[config.mk]
export PLATFORM = sky130hd
export DESIGN_NAME = z80_io_console
export DESIGN_NICKNAME = d
export VERILOG_FILES = /design/src/rtl/z80_io_console.sv
export SDC_FILE = /design/constraint.sdc
export NUM_CORES = 1
export LEC_CHECK = 0
export CAP_MARGIN = 20
export CORE_ASPECT_RATIO = 1.25
export CORE_MARGIN = 2
export CORE_UTILIZATION = 25
export DETAILED_ROUTE_END_ITERATION = 6
export HOLD_SLACK_MARGIN = 0.15
export PLACE_DENSITY_LB_ADDON = 0.05
export RECOVER_POWER = 100
export SYNTH_ARGS = -nofsm -noshare
export SYNTH_HDL_FRONTEND = slang
export SYNTH_SLANG_ARGS = --single-unit
[constraint.sdc]
create_clock -name eclk -period 5.1 [get_ports eclk]
set_input_delay 1.53 -clock eclk [delete_from_list [all_inputs] [get_ports eclk]]
set_output_delay 1.53 -clock eclk [all_outputs]
set_load 0.02 [all_outputs]
[src/rtl/z80_io_console.sv]
// Z80 I/O-mapped console: data port pushes into a TX FIFO, data-port reads
// drain a single-entry RX holding register, status port reports FIFO/RX/overflow.
module z80_io_console #(
    parameter logic [7:0] PORT_BASE  = 8'h10,
    parameter int         FIFO_DEPTH = 16,
    parameter int         AW         = 4
) (
    input  logic       eclk,
    input  logic       _ereset,
    input  logic [7:0] ab,
    input  logic [7:0] db_o,
    output logic [7:0] db_i,
    output logic       db_t,
    input  logic       _iorq,
    input  logic       _rd,
    input  logic       _wr,
    input  logic       _m1,
    output logic [7:0] tx_data,
    output logic       tx_valid,
    input  logic       tx_ready,
    input  logic [7:0] rx_data,
    input  logic       rx_valid,
    output logic       rx_ready
);

    localparam logic [7:0]  STAT_PORT = PORT_BASE + 8'd1;
    localparam logic [AW:0] DEPTH_C   = (AW+1)'(FIFO_DEPTH);

    logic [7:0]    mem_q [FIFO_DEPTH];
    logic [AW-1:0] wr_ptr_q, wr_ptr_d;
    logic [AW-1:0] rd_ptr_q, rd_ptr_d;
    logic [AW:0]   count_q, count_d;
    logic          ovf_q, ovf_d;
    logic          rx_full_q, rx_full_d;
    logic [7:0]    rx_reg_q, rx_reg_d;
    logic          wr_act_q, rd_act_q;
    logic          db_t_q, db_t_d;
    logic [7:0]    db_i_q, db_i_d;
    // Which port the current read targets, and whether RX held a byte at its start.
    logic          rd_hit_q, rd_hit_d;
    logic          rd_data_q, rd_data_d;
    logic          rd_rxf_q, rd_rxf_d;

    logic       wr_act, rd_act;
    logic       hit_data, hit_stat;
    logic       wr_rise, rd_rise, rd_fall;
    logic       tx_empty, tx_full;
    logic       push_req, push_ok, pop, rx_load;
    logic [7:0] status;

    assign wr_act   = !_iorq && !_wr && _m1;
    assign rd_act   = !_iorq && !_rd && _m1;
    assign hit_data = (ab == PORT_BASE);
    assign hit_stat = (ab == STAT_PORT);
    assign wr_rise  = wr_act && !wr_act_q;
    assign rd_rise  = rd_act && !rd_act_q;
    assign rd_fall  = !rd_act && rd_act_q;

    assign tx_empty = (count_q == '0);
    assign tx_full  = (count_q == DEPTH_C);
    assign tx_valid = !tx_empty;
    assign tx_data  = mem_q[rd_ptr_q];
    assign rx_ready = !rx_full_q;
    assign db_t     = db_t_q;
    assign db_i     = db_i_q;

    assign pop      = tx_valid && tx_ready;
    assign push_req = wr_rise && hit_data;
    // A full FIFO still accepts a push when the head leaves in the same cycle.
    assign push_ok  = push_req && (!tx_full || pop);
    assign rx_load  = rx_valid && rx_ready;
    assign status   = {4'b0000, ovf_q, rx_full_q, tx_empty, tx_full};

    always_comb begin
        wr_ptr_d  = wr_ptr_q;
        rd_ptr_d  = rd_ptr_q;
        count_d   = count_q;
        ovf_d     = ovf_q;
        rx_full_d = rx_full_q;
        rx_reg_d  = rx_reg_q;
        db_t_d    = db_t_q;
        db_i_d    = db_i_q;
        rd_hit_d  = rd_hit_q;
        rd_data_d = rd_data_q;
        rd_rxf_d  = rd_rxf_q;

        if (push_ok) wr_ptr_d = wr_ptr_q + 1'b1;
        if (pop)     rd_ptr_d = rd_ptr_q + 1'b1;
        case ({push_ok, pop})
            2'b10:   count_d = count_q + 1'b1;
            2'b01:   count_d = count_q - 1'b1;
            default: count_d = count_q;
        endcase

        if (rd_rise) begin
            rd_hit_d  = hit_data || hit_stat;
            rd_data_d = hit_data;
            rd_rxf_d  = rx_full_q;
            if (hit_data || hit_stat) begin
                db_t_d = 1'b1;
                db_i_d = hit_data ? rx_reg_q : status;
            end
        end

        if (rd_fall) begin
            db_t_d   = 1'b0;
            rd_hit_d = 1'b0;
            if (rd_hit_q && rd_data_q && rd_rxf_q) rx_full_d = 1'b0;
            if (rd_hit_q && !rd_data_q)            ovf_d     = 1'b0;
        end

        if (wr_rise && hit_stat && db_o[3]) ovf_d = 1'b0;
        if (push_req && tx_full && !pop)    ovf_d = 1'b1;

        if (rx_load) begin
            rx_full_d = 1'b1;
            rx_reg_d  = rx_data;
        end
    end

    always_ff @(posedge eclk or negedge _ereset) begin
        if (!_ereset) begin
            for (int i = 0; i < FIFO_DEPTH; i++) mem_q[i] <= 8'h00;
            wr_ptr_q  <= '0;
            rd_ptr_q  <= '0;
            count_q   <= '0;
            ovf_q     <= 1'b0;
            rx_full_q <= 1'b0;
            rx_reg_q  <= 8'h00;
            wr_act_q  <= 1'b0;
            rd_act_q  <= 1'b0;
            db_t_q    <= 1'b0;
            db_i_q    <= 8'h00;
            rd_hit_q  <= 1'b0;
            rd_data_q <= 1'b0;
            rd_rxf_q  <= 1'b0;
        end else begin
            if (push_ok) mem_q[wr_ptr_q] <= db_o;
            wr_ptr_q  <= wr_ptr_d;
            rd_ptr_q  <= rd_ptr_d;
            count_q   <= count_d;
            ovf_q     <= ovf_d;
            rx_full_q <= rx_full_d;
            rx_reg_q  <= rx_reg_d;
            wr_act_q  <= wr_act;
            rd_act_q  <= rd_act;
            db_t_q    <= db_t_d;
            db_i_q    <= db_i_d;
            rd_hit_q  <= rd_hit_d;
            rd_data_q <= rd_data_d;
            rd_rxf_q  <= rd_rxf_d;
        end
    end

endmodule

==> results of run 1 <==
[per-stage QoR]
step                      setup WS [ns]  instances  total power, mW  instance area [um^2]
after CTS                         0.527       1001             3.39                  9340
after floorplan                    1.09        524             1.91                  7790
after global routing              0.254       1001             3.49                  9130
after global placement            0.872        970             2.17                  8810
after detailed placement          0.821        970             2.17                  8810
final                             0.465       1001             3.29                  9130
[power breakdown]
| part | internal [mW] | switching, mW | total [mW] |
|---|---|---|---|
| clock | 0.636 | 0.545 | 1.18 |
| sequential | 1.38 | 0.0935 | 1.47 |
| combinational | 0.282 | 0.356 | 0.638 |
[how the worst max path moves through the flow]
stage,to,slack (ns),cells after the start
floorplan,count_q[2],1.09,12
global placement,count_q[4],0.87,12
detailed placement,count_q[4],0.82,11
CTS,tx_data[7],0.53,5
global route,tx_data[7],0.25,5
finish,tx_data[7],0.47,5
[sequential cells by signal, indices dropped and copies added, names as in the netlist]
name       flops
db_t           1
rd_rxf_q       1
db_i           8
ovf_q          1
rx_reg_q       8
rd_ptr_q       4
rd_hit_q       1
mem_q        128
rx_full_q      1
wr_act_q       1
rd_act_q       1
rd_data_q      1
count_q        5
wr_ptr_q       4
[critical path, delay by kind of cell, from the launching register on]
kind,cells,cell delay [ns]
buffers and inverters,2,1.03
DFF,1,0.67
muxes,1,0.56
AOI/OAI and AO/OA,1,0.31
and+or+nand+nor,1,0.11
[cell type report]
| class | instances | area, um^2 | share of cell area, % |
|---|---|---|---|
| sequential | 165 | 4130 | 45.2 |
| timing repair buffer | 64 | 594 | 6.51 |
| clock inverter | 10 | 78.8 | 0.863 |
| multi-input combinational | 319 | 3310 | 36.3 |
| inverter | 15 | 56.3 | 0.616 |
| clock buffer | 21 | 450 | 4.93 |
| tap | 407 | 509 | 5.58 |
[cells in the final DEF (no fill, tap or decap), types with 6 or more instances in the layout]
cell type | Yosys | routed
nand2_1 | 19 | 19
clkbuf_16 | 0 | 17
buf_4 | 1 | 7
clkinvlp_4 | 0 | 7
nor2_1 | 6 | 22
nand3_1 | 6 | 6
dlygate4sd3_1 | 0 | 17
xnor2_1 | 8 | 8
o21ai_0 | 6 | 6
dfrtp_1 | 165 | 164
ha_1 | 11 | 11
clkbuf_1 | 17 | 6
nor2b_1 | 7 | 7
mux4_2 | 32 | 32
inv_1 | 15 | 15
a22oi_1 | 16 | 16
mux2_2 | 133 | 134
clkdlybuf4s50_1 | 0 | 32
mux2_1 | 11 | 11
[kinds of logic (layout without fill, tap and decap cells)]
| kind of cell | Yosys count | in the layout |
|---|---|---|
| simple gates | 73 | 73 |
| flops | 165 | 165 |
| fa+ha+maj | 11 | 11 |
| mux | 181 | 181 |
| compound gates | 43 | 43 |
| xor+xnor | 11 | 11 |
| buf+inv | 40 | 110 |
[per-layer routing]
metal | vias to the layer above | track usage (%)
li1 | 2044 | -
met1 | 2443 | 16.9
met2 | 62 | 22.9
met3 | 13 | 2.74
met4 | 0 | 3.51
met5 | - | 0
==> qor.txt, run 1 <==
TNS Setup -> 0 ns
Syn-to-layout area delta -> 17.3%
Max Cap Viol -> 1
Synth Area in XOR/XNOR -> 1.24%
Pin count of the biggest net entering global routing -> 82
Detailed Place HPWL -> 13600 um
Reg2Reg Depth -> 10
Worst-Skew Late Latency -> 0.42 ns
TritonCTS clock tree -> yes
CP Capture Type -> output pin
Yosys warnings -> 0
Area contributors post-synth -> dfrtp_1 (53%), mux2_2 (19%), mux4_2 (9.3%)
Pleak -> 4.14 nW
Post-CTS setup buffer count -> 0
CTS Buf Count -> 17
Syn Std Cell Area -> 7790 um^2
Worst VDD drop -> 168 uV
Internal reg-to-reg setup slack -> 1.89 ns
Final Cycle Share -> 90.9%
Met3 WL post-DR -> 529 um
Class of the worst hold path -> reg -> reg
Drt wl/cell -> 20.4 um
Clock-pin slew on the worst setup and hold paths -> 0.07 ns
Largest family of logic cells by synthesized area -> multiplexers
Seq cells post-synth -> 165
Number of iterations in the first detailed-routing pass -> 4
EDFF count, synth -> 0
Adder-Cell Fraction of Synth Area -> 1.77%
Hold Path Cell Cnt -> 1
IO Port Bufs -> 50
Syn avg cell area -> 14.9 um^2
CTS resizes -> 0
Max Fclk -> 216 MHz
H-Tree Depth -> 4
Clk sinks -> 165
Gpl congestion -> 0.731
Row count -> 72
Number of nets in the layout -> 625
Chip height -> 201 um
Antenna cells -> 0
Max-slew violation count -> 82
First-pass GRT wire length -> 32000 um
Synth Net Count -> 567
RSZ-0062 raised after global routing -> no
Most frequent cell after synthesis -> dfrtp_1
Crit Path Max Fanout -> 11
Final setup viols -> 0
Layout fillers -> 3145
DRT met1 WL -> 9290 um
Post-synthesis mux area share -> 31.0%
Synth area leader -> dfrtp_1
Synth top area share -> 53.0%
DRT iter0 DRCs -> 168
Highest-delay cell along the critical path -> dfrtp_2
Reg2reg start -> count_q[1]
CP cell instances -> clkbuf_2, mux4_2, a22oi_1, nand2_1, clkdlybuf4s50_1
CP Class -> reg -> out
Via count -> 4562
IO Count -> 51
Drt via density -> 4.56
Hold_sp -> mem_q[11]
Sequential area share after synthesis -> 53.0%
Unique masters post-synth -> 47
Synth Area in Compound Gates -> 4.77%
Initial antenna violation count -> 0
CP Launch Point -> rd_ptr_q[0]
GRT overflow -> 0
Vias in the first global route -> 5126
# DRC -> 0
Hold Path End -> mem_q[11]
Top sig layer -> met4
Core box area -> 30800 um^2
Most used DFF post-synth -> dfrtp_1
Worst Setup Start Kind -> flip-flop
CTS Hold Buffers Added -> 0
Reg-to-Reg End -> count_q[4]
Worst-Margin Slew -> 2.15 ns
Synth Area in Simple Gates -> 6.11%
Die area -> 32600 um^2
Tmin final -> 4.63 ns
Most common library cells after synthesis -> dfrtp_1 (165), mux2_2 (133), mux4_2 (32)
Initial Util -> 25.3%
Fin. Hold Viols -> 0
Die X -> 162 um
Clock root buffer -> clkbuf_16
WP data arrival -> 3.10 ns
Clk_skew -> 0.00812 ns
Failing checks -> max-capacitance violations, max-slew violations
Wire length on met2 -> 10300 um
Post-route ant nets -> 0
Total Routing Usage GR -> 13.3%
Post-synthesis cell count -> 524
Post-Route WL -> 20400 um
Result of the run -> complete, but fails checks
PwrDens -> 360 nW/um^2
Layout cells sized above 1 -> 36.4%
Post-Route Utilization -> 29.6%
Required time of the critical path -> 3.57 ns
Relative slew slack -> -43.1%
Async set or reset register ratio after synthesis -> 100%
Largest stage delay, worst path -> 0.67 ns
Hold WS -> 0.480 ns
Clock Tree Buf Depth -> 2
No activity file was read; power rests on OpenSTA's default activity.
==> inputs of run 2 (changes only) <==
--- a/config.mk
+++ b/config.mk
@@ -17,2 +17,3 @@
 export SYNTH_HDL_FRONTEND = slang
 export SYNTH_SLANG_ARGS = --single-unit
+export TNS_END_PERCENT = 20
==> constraint.sdc (replaced) <==
create_clock -name eclk -period 4.4 [get_ports eclk]
set_input_delay 0.66 -clock eclk [delete_from_list [all_inputs] [get_ports eclk]]
set_output_delay 0.66 -clock eclk [all_outputs]
set_load 0.02 [all_outputs]
==> run 2 against run 1 <==
The run still ends with max-capacitance violations, max-slew violations left. Cell count shrank 0.50%. Power grew 18%. Clock power grew 24%. Sequential cell count is the same. Sequential share of layout area shrank 0.57 points. Utilization grew 0.38 points. Die area is the same. Cell area grew 1.3%. Register-to-register slack lost 0.94 ns. Critical path depth is the same. Worst setup slack gained 0.0023 ns. Largest power group unchanged.
==> qor.txt, run 2 (same netlist as run 1, synthesis figures left out) <==
Initial antenna violation count -> 0 (unchanged)
Worst Setup Start Kind -> flip-flop
Die area -> 32600 um^2 (unchanged)
Final setup viols -> 0 (unchanged)
Hold_sp -> mem_q[11]
Setup WS pre-CTS -> 0.651 ns (-0.170 ns)
Setup ws final -> 0.467 ns (+0.00225 ns)
Vias in the first global route -> 4952 (-3.4%)
Core box area -> 30800 um^2 (unchanged)
Syn-to-layout area delta -> 18.8%
PwrDens -> 421 nW/um^2 (+17%)
Reg2Reg Depth -> 10 (unchanged)
# DRC -> 0 (unchanged)
CP Class -> reg -> out
Via count -> 4558 (-0.088%)
Internal reg-to-reg setup slack -> 0.95 ns (-0.94 ns)
Layout fillers -> 3120 (-0.79%)
Total Routing Usage GR -> 13.0% (-0.27 points)
Result of the run -> complete, but fails checks
Relative slew slack -> -6.45% (+37 points)
Pin count of the biggest net entering global routing -> 107 (+30%)
Clk sinks -> 165 (unchanged)
Register cell area after layout -> 4130 um^2 (unchanged)
Number of iterations in the first detailed-routing pass -> 4 (unchanged)
Max-slew violation count -> 61 (-26%)
Post-Route WL -> 20100 um (-1.3%)
Worst-Margin Slew -> 1.60 ns (-0.549 ns)
Max Fclk -> 254 MHz
Worst-Skew Late Latency -> 0.43 ns (about the same)
Post-CTS setup buffer count -> 0 (unchanged)
Reg2reg start -> count_q[1]
Clock-pin slew on the worst setup and hold paths -> 0.06 ns (about the same)
H-Tree Depth -> 4 (unchanged)
Max FFs per register -> 128 (unchanged)
CTS Buf Count -> 17 (unchanged)
Highest-delay cell along the critical path -> dfrtp_2
Pleak -> 4.16 nW (+0.31%)
TNS Setup -> 0 ns (unchanged)
Most frequent cells in the layout -> dfrtp_1 (164), mux2_2 (134), clkdlybuf4s50_1 (33)
Post-Place Cell Area -> 8760 um^2 (-0.54%)
Class of the worst hold path -> reg -> reg
Row count -> 72 (unchanged)
First-pass GRT wire length -> 31400 um (-2.0%)
WP data arrival -> 3.27 ns (+0.17 ns)
Reg-to-Reg End -> count_q[4]
Fin. Hold Viols -> 0 (unchanged)
Failing checks -> max-capacitance violations, max-slew violations
Largest Register -> mem_q
CP cell instances -> clkbuf_2, mux4_2, a22oi_1, nand2_1, dlygate4sd3_1
Detailed Place HPWL -> 13400 um (-1.4%)
Chip height -> 201 um (unchanged)
Max Cap Viol -> 1 (unchanged)
Clock root buffer -> clkbuf_16
TritonCTS clock tree -> yes
RSZ-0062 raised after global routing -> no
Number of nets in the layout -> 619 (-0.96%)
Fin cells -> 996 (-0.50%)
Post-route ant nets -> 0 (unchanged)
Gpl congestion -> 0.696 (-4.8%)
Hold Path End -> mem_q[11]
CTS resizes -> 0 (unchanged)
IO Port Bufs -> 50 (unchanged)
Initial Util -> 25.3% (unchanged)
GRT overflow -> 0 (unchanged)
Drt wl/cell -> 20.2 um (-0.84%)
Most common cell after layout, fill and taps aside -> dfrtp_1
Clk_skew -> 0.0107 ns (+0.00261 ns)
Antenna cells -> 0 (unchanged)
IO Count -> 51 (unchanged)
Multi-input logic area -> 3410 um^2 (+2.9%)
Tmin final -> 3.93 ns
Hold WS -> 0.484 ns (+0.00459 ns)
Layout cells sized above 1 -> 37.2% (+0.82 points)
Fin area -> 9250 um^2 (+1.3%)
Die X -> 162 um (unchanged)
Drt via density -> 4.58 (+0.41%)
CP top delay family -> buffers and inverters
CP Capture Type -> output pin
Largest stage delay, worst path -> 0.75 ns (+0.08 ns)
Cell count after placement -> 962 (-0.82%)
DRT iter0 DRCs -> 177 (+5.4%)
Final Cycle Share -> 89.4%
Required time of the critical path -> 3.74 ns (+0.17 ns)
Hold Path Cell Cnt -> 1 (unchanged)
CP bufs+invs -> 2 (unchanged)
Crit Path Max Fanout -> 17 (+6)
Clock Tree Buf Depth -> 2 (unchanged)
Worst VDD drop -> 162 uV (-3.5%)
[run 2: how the worst max path moves through the flow]
stage,start,endpoint,slack (ns),cells after the start
2_1_floorplan,_iorq,count_q[2],1.26,12
3_3_place_gp,ab[0],count_q[4],0.72,12
3_5_place_dp,ab[0],count_q[4],0.65,12
4_1_cts,rd_ptr_q[0],tx_data[7],0.53,5
5_1_grt,ab[0],count_q[4],0.24,12
6_report,rd_ptr_q[0],tx_data[5],0.47,5
[run 2: repair_timing]
item / CTS / global route
hold buffers: 0 / 1
endpoints found under the hold margin: 0 / 17
setup endpoints to repair: 0 / 0
[run 2: per-stage QoR]
| stage | util [%] | power [mW] |
|---|---|---|
| 6_report | 30.0 | 3.90 |
| 4_1_cts | 30.3 | 4.00 |
| 3_5_place_dp | 28.4 | 2.51 |
| 2_1_floorplan | - | 2.21 |
| 5_1_grt | 30.0 | 4.12 |
| 3_3_place_gp | 28.4 | 2.49 |
[run 2: power by group]
| part | internal [mW] | switching (mW) |
|---|---|---|
| Sequential | 1.60 | 0.143 |
| Combinational | 0.305 | 0.397 |
| Clock | 0.801 | 0.655 |
| Total | 2.70 | 1.19 |
[run 2: area by class of cell]
class                   count  area share (%)
clock buffers              19            4.79
clock inverters            13            1.34
inverters                  15           0.609
multi-input cells         319            36.9
flip-flops and latches    165            44.6
well taps                 407            5.50
repair buffers             58            6.25
[run 2: metal layers]
metal / routed length (um) / vias to the layer above / track usage, % / share of wire (%)
li1: - / 2026 / - / -
met1: 9170 / 2432 / 17.0 / 46
met2: 10100 / 87 / 21.9 / 50
met3: 562 / 13 / 2.45 / 2.8
met4: 252 / 0 / 3.76 / 1.3
met5: 0 / - / 0 / 0
==> RTL edit (flow settings as in run 1) <==
`AW`: 4 -> 5.
--- a/src/rtl/z80_io_console.sv
+++ b/src/rtl/z80_io_console.sv
@@ -5,3 +5,3 @@
     parameter int         FIFO_DEPTH = 16,
-    parameter int         AW         = 4
+    parameter int         AW         = 5
 ) (
Check against the original RTL: same outputs for any inputs over 10 cycles, from zero or initial values and one cycle with _ereset low; that may be too few to reach the edited logic, so the function may still have changed.
==> RTL edit against run 1 <==
- the flow still finishes with violations (capacitance limit, slew limit)
- sequential cell count up 2
- power up 6.4%
- worst setup slack worse by 0.055 ns
- synthesized cell count grew 6.7%
- wire length is 4.6% higher
- synthesized area grew 6.7%
- core utilization is essentially flat
- non-clock buffer count is 8 higher
- design area grew 6.2%
- global-route usage is 0.30 points lower
- combinational power fell by 3%
- first-iteration DRC count rose by 19%
- largest cell class unchanged
==> RTL edit: results (changes against run 1) <==
metric	value	unit	change
port_buffers	50		unchanged
dpl_cell_area	9319	sq um	+5.8%
synthCells	559		+6.7%
regToRegEndpoint	mem_q[127]		
maxSlewViolCount	101		+23%
yosys-top-cells-area	dfrtp_1 50%, mux2_2 11%, mux2_4 10%		
synth_common_cells	167 x dfrtp_1, 83 x mux2_2, 57 x mux2_4		
first_global_vias	5372		+4.8%
crit_family	buffers and inverters		
vdd_drop_max	235.8	uV	+41%
synth_fa_ha_area_share	1.808	%	+0.040 points
largest_register_ffs	128		unchanged
cpPeakStageDelay	0.69	ns	+0.02 ns
hp-class	reg2reg		
drt_wl_total	21.32	mm	+4.6%
synth-xor-area-share	1.371	%	+0.13 points
crit_path_end	tx_data[3]		
maxCapViolations	2		+1
synthArstFlopShare	100.0	%	unchanged
synth_mux_area_share	30.72	%	-0.26 points
ff2ff_setup_slack	1.78	ns	-0.11 ns
antenna_found_initial	0		unchanged
arrival	3.16	ns	+0.06 ns
gp_congestion	0.7129		-2.5%
synthDistinctLibCells	54		+15%
hold_depth	1		unchanged
holdPathEnd	mem_q[11]		
ys_seq_area_share	50.32	%	-2.7 points
crit_slowest_cell	dlygate4sd3_1		
final_nets	658		+5.3%
worst_pin_slew	2.190	ns	+0.04434 ns
failed_checks	capacitance limit, slew limit		
grt_usage	12.99	%	-0.30 points
reg2reg_depth	6		-4
p_seq_share	43.4	%	-1.4 points
grt_pass1_wl	33.75	mm	+5.4%
synth_compound_area_share	3.570	%	-1.2 points
syn_nets	603		+6.3%
met3_wirelength	520	um	-1.7%
timing.rr.start	wr_act_q		
firstDrtPassIters	4		unchanged
highest_layer	met4		
via_per_inst	4.581		+0.51%
wl_met1	9.781	mm	+5.3%
drtIter0Drc	200		+19%
drive_gt1_share	31.10	%	-5.3 points
met2WireLength	10.67	mm	+3.4%
p_clk_share	38.9	%	+3.0 points
whs	0.4808	ns	+0.001222 ns
post-place-cells	1013		+4.4%
layoutNonFillerInstCount	1045		+4.4%
grt_max_degree	81		-1.2%
pg_seq	0.00152	W	+3%
leakagePower	4.409	nW	+6.4%
status	complete, but fails checks		
dp_hpwl	13.97	mm	+3.0%
fin_skew	0.01009	ns	+0.001973 ns
p_int	0.002481	W	+8.0%
critPathMaxFanout	24		+13
## RTL edit: cell count changes in the layout (fill, tap and decap cells not counted), sizes merged, moves of 6 or more
cell	before	now
nor4	1	9
nor3	2	9
mux2	148	140
xor2	3	9
nor2	22	8
o21ai	6	12
## RTL edit: metrics by stage
stage	util, %	setup WS, ns
3_3_place_gp	28.51	0.6524
5_1_grt	29.69	0.2471
4_1_cts	30.40	0.4463
3_5_place_dp	28.51	0.6099
6_report	29.69	0.4103
2_1_floorplan	-	0.9719
## RTL edit: final cells by class
class | count | area (sq um)
multi-input cells | 344 | 3690
repair buffers | 72 | 648.1
flip-flops and latches | 167 | 4180
fillers | 3330 | 22980
clock inverters | 11 | 146.4
inverters | 12 | 45.04
well taps | 418 | 523.0
clock buffers | 21 | 470.5
## RTL edit: per-layer routing
metal  global-route usage (%)  up-vias
li1                         -     2172
met1                    16.90     2521
met2                    21.61       77
met3                    2.650       17
met4                    4.191        0
met5                        0        -
